<file path="config.mk">
export PLATFORM = sky130hd
export DESIGN_NAME = rob_ctrl
export DESIGN_NICKNAME = d
export VERILOG_FILES = /design/src/rtl/rob_ctrl.sv
export SDC_FILE = /design/constraint.sdc
export NUM_CORES = 1
export LEC_CHECK = 0
export CAP_MARGIN = 10
export CORE_MARGIN = 5
export CORE_UTILIZATION = 53
export CTS_BUF_LIST = sky130_fd_sc_hd__clkbuf_8
export DETAILED_ROUTE_END_ITERATION = 7
export GPL_TIMING_DRIVEN = 1
export PLACE_DENSITY = 0.83
export SKIP_CTS_REPAIR_TIMING = 1
export SYNTH_ARGS = -nofsm -noshare
export SYNTH_HDL_FRONTEND = slang
export SYNTH_SLANG_ARGS = --single-unit
</file>
<file path="constraint.sdc">
create_clock -name i_clk -period 5.5 [get_ports i_clk]
set_input_delay 0.825 -clock i_clk [delete_from_list [all_inputs] [get_ports i_clk]]
set_output_delay 0.825 -clock i_clk [all_outputs]
set_load 0.01 [all_outputs]
</file>
<file path="src/rtl/rob_ctrl.sv">
// Reorder-buffer controller: tracks head/tail/count plus per-entry valid and
// complete bits. It hands out up to two entries per cycle, accepts
// completions from CMPL_N functional units, and retires up to two entries
// per cycle in program order.
//
// Handshake semantics: alloc is request/grant in the same cycle. A lane's
// entry is taken at the clock edge exactly when o_alloc_gnt for that lane is
// high. Retirement is a strobe: o_retire_valid[k] high means the entry at
// o_retire_idx[k] leaves the buffer at this edge. The commit side holds it
// back with i_retire_stall. Completions are fire-and-forget strobes.
// Lane/slot k occupies bits [k*IDX_W +: IDX_W] of the packed index buses.
module rob_ctrl #(
  parameter int DEPTH  = 16,
  parameter int IDX_W  = 4,
  parameter int CMPL_N = 3
) (
  input  logic                    i_clk,
  input  logic                    i_rst,
  input  logic                    i_flush,
  input  logic [1:0]              i_alloc_req,
  output logic [1:0]              o_alloc_gnt,
  output logic [2*IDX_W-1:0]      o_alloc_idx,
  input  logic [CMPL_N-1:0]       i_cmpl_valid,
  input  logic [CMPL_N*IDX_W-1:0] i_cmpl_idx,
  input  logic                    i_retire_stall,
  output logic [1:0]              o_retire_valid,
  output logic [2*IDX_W-1:0]      o_retire_idx,
  output logic [IDX_W:0]          o_count,
  output logic                    o_full,
  output logic                    o_empty
);

  localparam logic [IDX_W:0] DEPTH_CNT = (IDX_W+1)'(DEPTH);

  logic [IDX_W-1:0] head_q, head_d;
  logic [IDX_W-1:0] tail_q, tail_d;
  logic [IDX_W:0]   count_q, count_d;
  logic [DEPTH-1:0] valid_q, valid_d;
  logic [DEPTH-1:0] complete_q, complete_d;

  logic             block;
  logic [IDX_W:0]   free_cnt;
  logic [IDX_W:0]   need_lane1;
  logic             gnt0, gnt1;
  logic [IDX_W-1:0] alloc_idx0, alloc_idx1;
  logic [IDX_W-1:0] head_p1;
  logic             ret0, ret1;
  logic [1:0]       n_gnt, n_ret;

  // Grants and retire strobes, purely from registered state; reset and flush
  // suppress both so nothing is handed out or committed in those cycles.
  always_comb begin
    block      = i_rst | i_flush;
    free_cnt   = DEPTH_CNT - count_q;
    gnt0       = ~block & i_alloc_req[0] & (free_cnt != '0);
    need_lane1 = gnt0 ? (IDX_W+1)'(2) : (IDX_W+1)'(1);
    gnt1       = ~block & i_alloc_req[1] & (free_cnt >= need_lane1);
    alloc_idx0 = tail_q;
    // A lone lane-1 request takes the tail itself rather than tail+1.
    alloc_idx1 = (i_alloc_req == 2'b10) ? tail_q : tail_q + IDX_W'(1);
    head_p1    = head_q + IDX_W'(1);
    ret0       = ~block & ~i_retire_stall & valid_q[head_q] & complete_q[head_q];
    ret1       = ret0 & valid_q[head_p1] & complete_q[head_p1];
    n_gnt      = {1'b0, gnt0} + {1'b0, gnt1};
    n_ret      = {1'b0, ret0} + {1'b0, ret1};
  end

  // Next-state: completions, then retire clears, then allocation sets;
  // flush overrides all of it.
  always_comb begin
    head_d     = head_q;
    tail_d     = tail_q;
    count_d    = count_q;
    valid_d    = valid_q;
    complete_d = complete_q;
    if (i_flush) begin
      head_d     = '0;
      tail_d     = '0;
      count_d    = '0;
      valid_d    = '0;
      complete_d = '0;
    end else begin
      for (int p = 0; p < CMPL_N; p++) begin
        if (i_cmpl_valid[p] && valid_q[i_cmpl_idx[p*IDX_W +: IDX_W]]) begin
          complete_d[i_cmpl_idx[p*IDX_W +: IDX_W]] = 1'b1;
        end
      end
      if (ret0) begin
        valid_d[head_q]    = 1'b0;
        complete_d[head_q] = 1'b0;
      end
      if (ret1) begin
        valid_d[head_p1]    = 1'b0;
        complete_d[head_p1] = 1'b0;
      end
      if (gnt0) begin
        valid_d[alloc_idx0]    = 1'b1;
        complete_d[alloc_idx0] = 1'b0;
      end
      if (gnt1) begin
        valid_d[alloc_idx1]    = 1'b1;
        complete_d[alloc_idx1] = 1'b0;
      end
      head_d  = head_q + IDX_W'(n_ret);
      tail_d  = tail_q + IDX_W'(n_gnt);
      count_d = count_q + (IDX_W+1)'(n_gnt) - (IDX_W+1)'(n_ret);
    end
  end

  // State register with synchronous reset.
  always_ff @(posedge i_clk) begin
    if (i_rst) begin
      head_q     <= '0;
      tail_q     <= '0;
      count_q    <= '0;
      valid_q    <= '0;
      complete_q <= '0;
    end else begin
      head_q     <= head_d;
      tail_q     <= tail_d;
      count_q    <= count_d;
      valid_q    <= valid_d;
      complete_q <= complete_d;
    end
  end

  assign o_alloc_gnt    = {gnt1, gnt0};
  assign o_alloc_idx    = {alloc_idx1, alloc_idx0};
  assign o_retire_valid = {ret1, ret0};
  assign o_retire_idx   = {head_p1, head_q};
  assign o_count        = count_q;
  assign o_full         = (count_q == DEPTH_CNT);
  assign o_empty        = (count_q == '0);

endmodule

</file>
### Word-level counts from Yosys, hierarchy flattened

Cells that the tools add are included.

* add/subtract/negate cells: 9
* multiply operators: 0
* divide/modulo/power cells: 0
* $lt $le $gt $ge: 15
* equal/unequal tests: 2
* shifts and indexed selects: 0
* multiplexer cells: 50
* bitwise gates (word level): 27
* reductions and logical operators: 13

Operators by type and width (count)
* $mux 16: 20
* $and 16x16->16: 6
* $or 16x16->16: 5
* $not 16->16: 4
* $lt 4x5->1 const B: 7
* $bmux 1 s4: 7
* $demux 1 s4: 7
* $ge 4x1->1 const B: 7
* $mux 1: 14
* $logic_and 1x1->1: 10
* $and 1x1->1: 9
* $add 4x1->4 const B: 2
* $add 4x2->4: 2
* $add 5x2->5: 1
* $eq 5x5->1 const B: 1
* $ge 5x2->1: 1
* $logic_not 5->1: 1
* $reduce_bool 5->1: 1
* $sub 5x2->5: 1
* $sub 5x5->5 const A: 1
* $add 1x1->2: 2
* $mux 4: 1
* $eq 2x2->1 const B: 1
* $mux 2: 1
* other kinds (3): 4

* flip-flop bits (word level): 45
* bits in latches: 0
* RAM bits: 0
* ROM bits: 0
* input bits: 21
* output and inout bits: 27
* word-level logic and storage cells: 121
* memories: 0

### Depth between registers and ports, before layout

Gate-level depths: netlist of the first run.

* depth after elaboration: 24
* mapped depth: 25
* depth with buffers taken out: 23

### Worst setup path before layout of the first run

Ideal clock, no wire load.

* kind: input to register
* start point: input i_flush
* end point: register count_q[4] (netlist: o_count[4])
* library setup time: 70 ps
* data arrival time: 5194 ps
* required time: 5430 ps
* setup slack: 236 ps
* cell stages on the path: 22
* buffers on the path: 3
* cell sequence: nor2_1 > clkbuf_1 > o211a_1 > buf_1 > inv_1 > ha_1 > nand2b_1 > o2bb2ai_1 > o21ai_0 > nor4b_2 > clkbuf_1 > nor2_1 > ha_1 > inv_1 > ha_1 > inv_1 > ha_1 > fa_1 > a21oi_1 > nor2_1 > or3_1 > a21oi_1

* longest elaborated chain between the ends: 10
* elaborated cells on any way between the ends: 18
* classes of those cells: add/sub (4); order compare (1); mux (1); bitwise (11); reduce/logical (1)

RTL lines
* start: declaration: RTL line 19 `input logic i_flush,`
* $or 1x1->1: RTL line 53 `block = i_rst | i_flush;`
* $not 1->1: RTL line 55 `gnt0 = ~block & i_alloc_req[0] & (free_cnt != '0);`
* $and 1x1->1 (2 in series): RTL line 55
* net gnt0: RTL line 44 `logic gnt0, gnt1;`
* $mux 2: RTL line 56 `need_lane1 = gnt0 ? (IDX_W+1)'(2) : (IDX_W+1)'(1);`
* $ge 5x2->1: RTL line 57 `gnt1 = ~block & i_alloc_req[1] & (free_cnt >= need_lane1);`
* $and 1x1->1: RTL line 57
* net gnt1: RTL line 44
* $add 1x1->2: RTL line 64 `n_gnt = {1'b0, gnt0} + {1'b0, gnt1};`
* $add 5x2->5: RTL line 106 `count_d = count_q + (IDX_W+1)'(n_gnt) - (IDX_W+1)'(n_ret);`
* $sub 5x2->5: RTL line 106
* end signal: assignment: RTL line 121 `count_q <= count_d;`
* end: declaration: RTL line 37 `logic [IDX_W:0] count_q, count_d;`

The timed path passes the listed nets, and every way through them passes these cells.
A chain may end at the register's enable or synchronous reset.

### Final worst setup path of the first run

* start point: register count_q[1] (netlist: o_count[1])
* end point: register count_q[4] (netlist: o_count[4])

* longest elaborated chain between the ends: 9

RTL lines
* $sub 5x5->5: RTL line 54 `free_cnt = DEPTH_CNT - count_q;`
* $reduce_bool 5->1: RTL line 55
* $and 1x1->1: RTL line 55
* $mux 2: RTL line 56
* $ge 5x2->1: RTL line 57
* $and 1x1->1: RTL line 57
* $add 1x1->2: RTL line 64
* $add 5x2->5 *: RTL line 106
* $sub 5x2->5 *: RTL line 106

Every way passes the cells marked *; elsewhere a longest branch is shown, timed or not.

==> metrics.txt, run 1 <==
status finished, final reports clean; Worst Tran Pin Value 0.635 ns; Synth cell types 64; DR WL/cell 21.0 um; initial antenna violation count 0; sw power 0.194 mW; hpwl dp 10200 um; Nets 575; Crit Path Category reg2reg; maxcap violations 0; post-route ant nets 0; Via density 6.76; Setup violations, final 0; DRC viols 0; EDFF count, synth 0; Seq cells post-synth 45; Die Span Y 97.3 um; worst-skew pair later-pin latency 0.30 ns; pwr dens 152 nW/um^2; synthesized instance count 488; Die W 97.3 um; Rows 31; startpoint types flop; Max VDD drop 0.0000839 V; Non-Filler Instances 622; Combinational Power Share 0.176; Synth async-reset ratio 0; area grow syn2layout 15.3%; largest net degree at the start of global routing 29; Mapped Area 4040 um^2; Critical Path RT 5.74 ns; Clock Power Share 0.351; Max Fanout on Critical Path 4; Switching Share 0.273; Root Driver clkbuf_8; hold path startpoint valid_q[14]; relative slew slack 0.576; Top FF cell, synth dfxtp_1; Final Wtd Congestion 0.985; layout cells sized above 1 0.0860; Reg area 901 um^2; ant diodes 0; CTS tree done; number of I/O port buffers 47; cts bufs inserted 5; Inst Count DP 615; Seq/Total Area, Yosys 0.223; core box area 7330 um^2; Initial Util 0.551; number of DRC markers in iteration 0 350; internal cell power 0.516 mW; total routed wirelength 13100 um; clock-pin slew on the worst setup and hold paths 0.09 ns; htree depth 2; clock skew 0.00589 ns; synth warn 0; CP Launch Point o_count[1]; vias in the first global route 4019; Sink Count 45; I/O pin count 48; setup_tns 0 ns; wire length of the first global-routing pass 21000 um; Slew Viols, Final 0; Layout fillers 657; RSZ-0062 raised after global routing no; LEAKAGE 1.72 nW; DR vias 4203; net count after synthesis 540; crit path capture type flop; overall routing resource usage 0.272; clock buffer depth 2; Final Cycle Share 0.877; Pre-Repair DR Iteration Count 5; Data arrival, critical path 5.06 ns; fmax 0.207 GHz; die area 9460 um^2; Final Critical Period 4.82 ns; worst hold-check path type reg2reg; Critical R2R Launch o_count[1]; Flop pwr share 0.473; GRT overflow 0; Final Hold Fails 0; Avg Cell Area, Syn 8.27 um^2; area of the multi-input gates 2880 um^2
==> cells by family after synthesis <==
| kind of cell | share of synthesized area |
|---|---|
| buffers and inverters | 0.0635 |
| XOR/XNOR | 0.0260 |
| flip-flops | 0.223 |
| AND/OR/NAND/NOR | 0.281 |
| AO/OA/AOI/OAI | 0.217 |
| adder cells (fa/ha/maj) | 0.104 |
| multiplexers | 0.0852 |
==> worst paths after layout <==
check / endpoint / slack, ns / cells after the start
min reg2reg: valid_q[14] / 0.60 / 1
max reg2reg: o_count[4] / 0.68 / 23
max: o_count[4] / 0.68 / 23
min: valid_q[14] / 0.60 / 1
==> sequential cells by signal, summed over array words and instances (netlist names) <==
register	count
head_q	4
o_count	5
valid_q	16
complete_q	16
alloc_idx0	4
==> layout by cell type, fill, tap and decap left out, types with 4 or more instances in the layout <==
master	instances
a41o_1	11
mux4_2	5
a31o_2	5
nand2b_1	9
o2bb2ai_1	4
a31oi_1	18
o221ai_1	5
dfxtp_1	45
o22ai_1	6
inv_1	26
a41oi_1	4
o211ai_1	9
nand3_1	41
clkbuf_8	5
o21ai_0	20
ha_1	27
xnor2_1	8
fa_1	4
and2_1	9
mux2_2	7
clkdlybuf4s50_1	47
nor2b_1	16
and3_1	5
buf_4	10
mux2i_1	13
xor2_1	4
nor3b_1	6
a21oi_1	7
nand2_1	30
nor2_1	27
o31ai_1	6
nand4_1	30
==> Yosys cell counts, types with 3 or more instances <==
master / number / area (um^2)
buf_4: 6 / 45.0
dfxtp_1: 45 / 901
buf_6: 3 / 33.8
and3_1: 5 / 31.3
clkbuf_1: 17 / 63.8
a41oi_1: 4 / 35.0
mux2_2: 7 / 78.8
mux2i_1: 13 / 130
nand2b_1: 9 / 56.3
a31oi_1: 18 / 113
a31o_2: 5 / 43.8
fa_1: 4 / 80.1
nor2_1: 27 / 101
o2bb2ai_1: 4 / 35.0
mux4_2: 5 / 113
ha_1: 27 / 338
o221ai_1: 5 / 43.8
nor3b_1: 6 / 45.0
inv_1: 26 / 97.6
o31ai_1: 6 / 45.0
o22ai_1: 6 / 37.5
a21oi_1: 7 / 35.0
and4b_1: 3 / 30.0
a21o_1: 3 / 22.5
nand4_1: 30 / 188
xnor2_1: 8 / 70.1
nor2b_1: 16 / 100
a311oi_1: 3 / 26.3
xor2_1: 4 / 35.0
and2_1: 9 / 56.3
nand2_1: 30 / 113
or3_1: 3 / 18.8
o21ai_0: 20 / 100
o211ai_1: 9 / 67.6
or2_2: 3 / 18.8
nor4b_2: 3 / 45.0
a41o_1: 11 / 110
nand3_1: 41 / 205
==> routing by layer <==
layer | track usage | part of all wire | up-vias
met1 | 0.367 | 0.42 | 2011
met3 | 0.0610 | 0.088 | 39
li1 | - | - | 1932
met5 | 0.0110 | 0 | -
met2 | 0.430 | 0.46 | 221
met4 | 0.0895 | 0.030 | 0
==> cell type report <==
class | instances | area share
clock buffer | 5 | 0.0148
sequential | 45 | 0.194
tap | 99 | 0.0266
clock inverter | 2 | 0.00753
timing repair buffer | 57 | 0.117
inverter | 27 | 0.0218
multi-input combinational | 387 | 0.619
==> metrics by stage <==
stage           util  power, mW  cell area, um^2  worst slack, ns  hold slack [ns]
2_1_floorplan      -      0.413             4040            0.236            0.502
3_3_place_gp   0.621      0.462             4550            0.727            0.576
3_5_place_dp   0.621      0.465             4550            0.546            0.578
4_1_cts        0.635      0.708             4650            0.729            0.592
5_1_grt        0.635      0.738             4650            0.300            0.624
6_report       0.635      0.710             4650            0.679            0.600
==> power by group through the flow <==
stage	clock [mW]	sequential (mW)	combinational [mW]
6_report	0.249	0.336	0.125
2_1_floorplan	0	0.342	0.0716
3_5_place_dp	0	0.343	0.122
3_3_place_gp	0	0.343	0.119
5_1_grt	0.267	0.336	0.135
4_1_cts	0.250	0.335	0.122
==> critical path, cell delays in order, from the launching register on <==
cell and delay [ns]:
dfxtp_1 0.42, inv_1 0.12, ha_1 0.23, and2_1 0.17, ha_1 0.34, nand2_1 0.09, o211a_1 0.24, inv_1 0.06
ha_1 0.21, nand2b_1 0.18, o2bb2ai_1 0.15, o21ai_0 0.12, nor4b_2 0.30, nor2_1 0.12, ha_1 0.31, inv_1 0.06
ha_1 0.27, inv_1 0.04, ha_1 0.20, fa_1 0.42, a21oi_1 0.18, nor2_1 0.06, or3_1 0.34, a21oi_1 0.13
(Power assumes the default switching activity.)
==> run 2: changes to the inputs <==
--- a/config.mk
+++ b/config.mk
@@ -5,13 +5,15 @@
 export SDC_FILE = /design/constraint.sdc
 export NUM_CORES = 1
 export LEC_CHECK = 0
+export ABC_AREA = 1
 export CAP_MARGIN = 10
 export CORE_MARGIN = 5
-export CORE_UTILIZATION = 53
+export CORE_UTILIZATION = 40
 export CTS_BUF_LIST = sky130_fd_sc_hd__clkbuf_8
 export DETAILED_ROUTE_END_ITERATION = 7
 export GPL_TIMING_DRIVEN = 1
-export PLACE_DENSITY = 0.83
+export PLACE_DENSITY = 0.65
+export RECOVER_POWER = 25
 export SKIP_CTS_REPAIR_TIMING = 1
 export SYNTH_ARGS = -nofsm -noshare
 export SYNTH_HDL_FRONTEND = slang
==> run 2 against run 1 <==
Final cell count increased by 83%. Clock power increased by 7%. Fmax decreased by 0.34%. Via count increased by 41%. Critical path type unchanged. Largest cell class unchanged.
==> metrics.txt, run 2 <==
setup slack, reg-to-reg 0.66 ns (-0.02 ns); cts bufs inserted 5 (unchanged); number of I/O port buffers 47 (unchanged); Critical Path RT 5.76 ns (+0.02 ns); pwr dens 125 nW/um^2 (-18%); clock skew 0.0177 ns (+0.0118 ns); vias in the first global route 5303 (+32%); crit path capture type flop; synthesized instance count 945 (+94%); Die Span Y 124 um (+28%); Max VDD drop 0.0000826 V (-1.6%); worst-skew pair later-pin latency 0.32 ns (+0.02 ns); Sink Count 45 (unchanged); Data arrival, critical path 5.10 ns (+0.04 ns); Top FF cell, synth dfxtp_1; Slew Viols, Final 0 (unchanged); count leader, synth nand2_1; WHS Path Cells 1 (unchanged); Die W 124 um (+28%); hold path startpoint alloc_idx0[3]; core box area 12700 um^2 (+74%); CTS tree done; most common cell after layout, fill and taps aside nand2_1; Total Power 0.725 mW (+2.1%); initial antenna violation count 0 (unchanged); Final Critical Period 4.84 ns (+0.0162 ns); worst hold-check path type reg2reg; RSZ-0062 raised after global routing no; DR WL/cell 16.1 um (-23%); LEAKAGE 2.81 nW (+63%); Avg Cell Area, Syn 5.55 um^2 (-33%); Final Wtd Congestion 0.943 (-4.3%); Final Cycle Share 0.880 (+0.00295); hpwl dp 14200 um (+38%); Pre-Repair DR Iteration Count 6 (+1); net count after synthesis 997 (+85%); I/O pin count 48 (unchanged); Seq/Total Area, Yosys 0.172 (-0.0513); status finished, final reports clean; startpoint types flop; cells along the critical path clkinvlp_2, ha_1, inv_1, nand3_1, nand3_1, nand2_1, nand2_1, o21ai_2, nor2_4, nand2_1, inv_1, ha_1, ha_1, inv_1, ha_1, fa_1, nand2_1, a21oi_1, nor2_1, o21ai_0, a21oi_1; Initial Util 0.412 (-0.139); maxcap violations 0 (unchanged); Max Fanout on Critical Path 21 (+17); overall routing resource usage 0.229 (-0.0435); EDFF count, synth 0 (unchanged); synth cell count leaders nand2_1, inv_1, nor2_1, nand3_1, nand4_1; Synth top area share 0.239 (+0.0154); Mapped Area 5240 um^2 (+30%); number of DRC markers in iteration 0 721 (+110%); clock buffer depth 2 (unchanged); Worst Tran Pin Value 1.41 ns (+0.774 ns); most frequent cells in the layout nand2_1, inv_1, nor2_1; Root Driver clkbuf_8; area grow syn2layout 10.9%; Hold Crit Endpoint alloc_idx0[3]; post-route ant nets 0 (unchanged); Crit path largest cell delay 0.76 ns (+0.34 ns); largest net degree at the start of global routing 36 (+24%); GRT overflow 0 (unchanged); Critical R2R Launch head_q[0]; htree depth 2 (unchanged); Nets 1018 (+77%); cell family with most CP delay adder cells; relative slew slack 0.0611 (-0.515); synth warn 0 (unchanged); DR vias 5922 (+41%); DRC viols 0 (unchanged); Synth area leaders nand2_1, dfxtp_1, inv_1; Crit Path Category reg2reg; die area 15500 um^2 (+64%); layout cells sized above 1 0.0496 (-0.0364); fmax 0.207 GHz (-0.34%); Synth cell types 35 (-45%); Seq cells post-synth 45 (unchanged); r2r endpoint o_count[4]; Synth async-reset ratio 0 (unchanged); Yosys top cell by area nand2_1; R2R cell count 21 (-8.7%); wire length of the first global-routing pass 28700 um (+37%); Rows 41 (+32%); Worst path slowest cell ha_1; Via density 5.20 (-23%); Setup violations, final 0 (unchanged); clock-pin slew on the worst setup and hold paths 0.10 ns (about the same); Buf/Inv on CP 4 (unchanged); ant diodes 0 (unchanged); setup_tns 0 ns (unchanged); Final Hold Fails 0 (unchanged); total routed wirelength 18300 um (+40%)
-- run 2: layout make-up --
class,count,area [um^2]
clock buffer,5,68.8
tap,172,215
fill,1471,6910
timing repair buffer,51,493
multi-input combinational,725,3570
clock inverter,3,43.8
inverter,138,519
sequential,45,901
-- run 2: metrics by stage --
step                hold slack, ns  instance area [um^2]  cells  setup WS (ns)  utilization
floorplan                    0.531                  5240    945           1.50            -
global placement             0.588                  5710   1131          0.734        0.449
global route                 0.645                  5810   1139          0.352        0.457
detailed placement           0.588                  5710   1131          0.659        0.449
CTS                          0.614                  5820   1139          0.990        0.458
finish                       0.608                  5810   1139          0.662        0.457
-- run 2: worst max path at each step --
stage,startpoint,end,slack [ns],cells past startpoint
floorplan,o_count[0],o_count[4],1.50,27
global placement,i_flush,o_count[4],0.73,24
detailed placement,i_flush,o_count[4],0.66,24
CTS,i_flush,o_count[4],0.99,24
global route,head_q[0],o_count[4],0.35,21
finish,head_q[0],o_count[4],0.66,21
-- run 2: where the power goes --
part | switching, mW | internal, mW
combinational | 0.0818 | 0.0447
sequential | 0.00369 | 0.328
clock | 0.130 | 0.136
-- run 2: kinds of logic (layout without fill, tap and decap cells) --
group | Yosys count | in the layout | synth area share
and+or+nand+nor | 596 | 596 | 0.493
buffers and inverters | 175 | 197 | 0.147
AOI/OAI and AO/OA | 91 | 91 | 0.0955
DFF | 45 | 45 | 0.172
adders and majority gates | 31 | 31 | 0.0798
xor gates and xnor gates | 7 | 7 | 0.0131
-- run 2: routing by layer --
metal	wire [um]	global-route usage
met1	8200	0.311
met2	8330	0.378
met3	1320	0.0274
met4	470	0.0696
met5	0	0
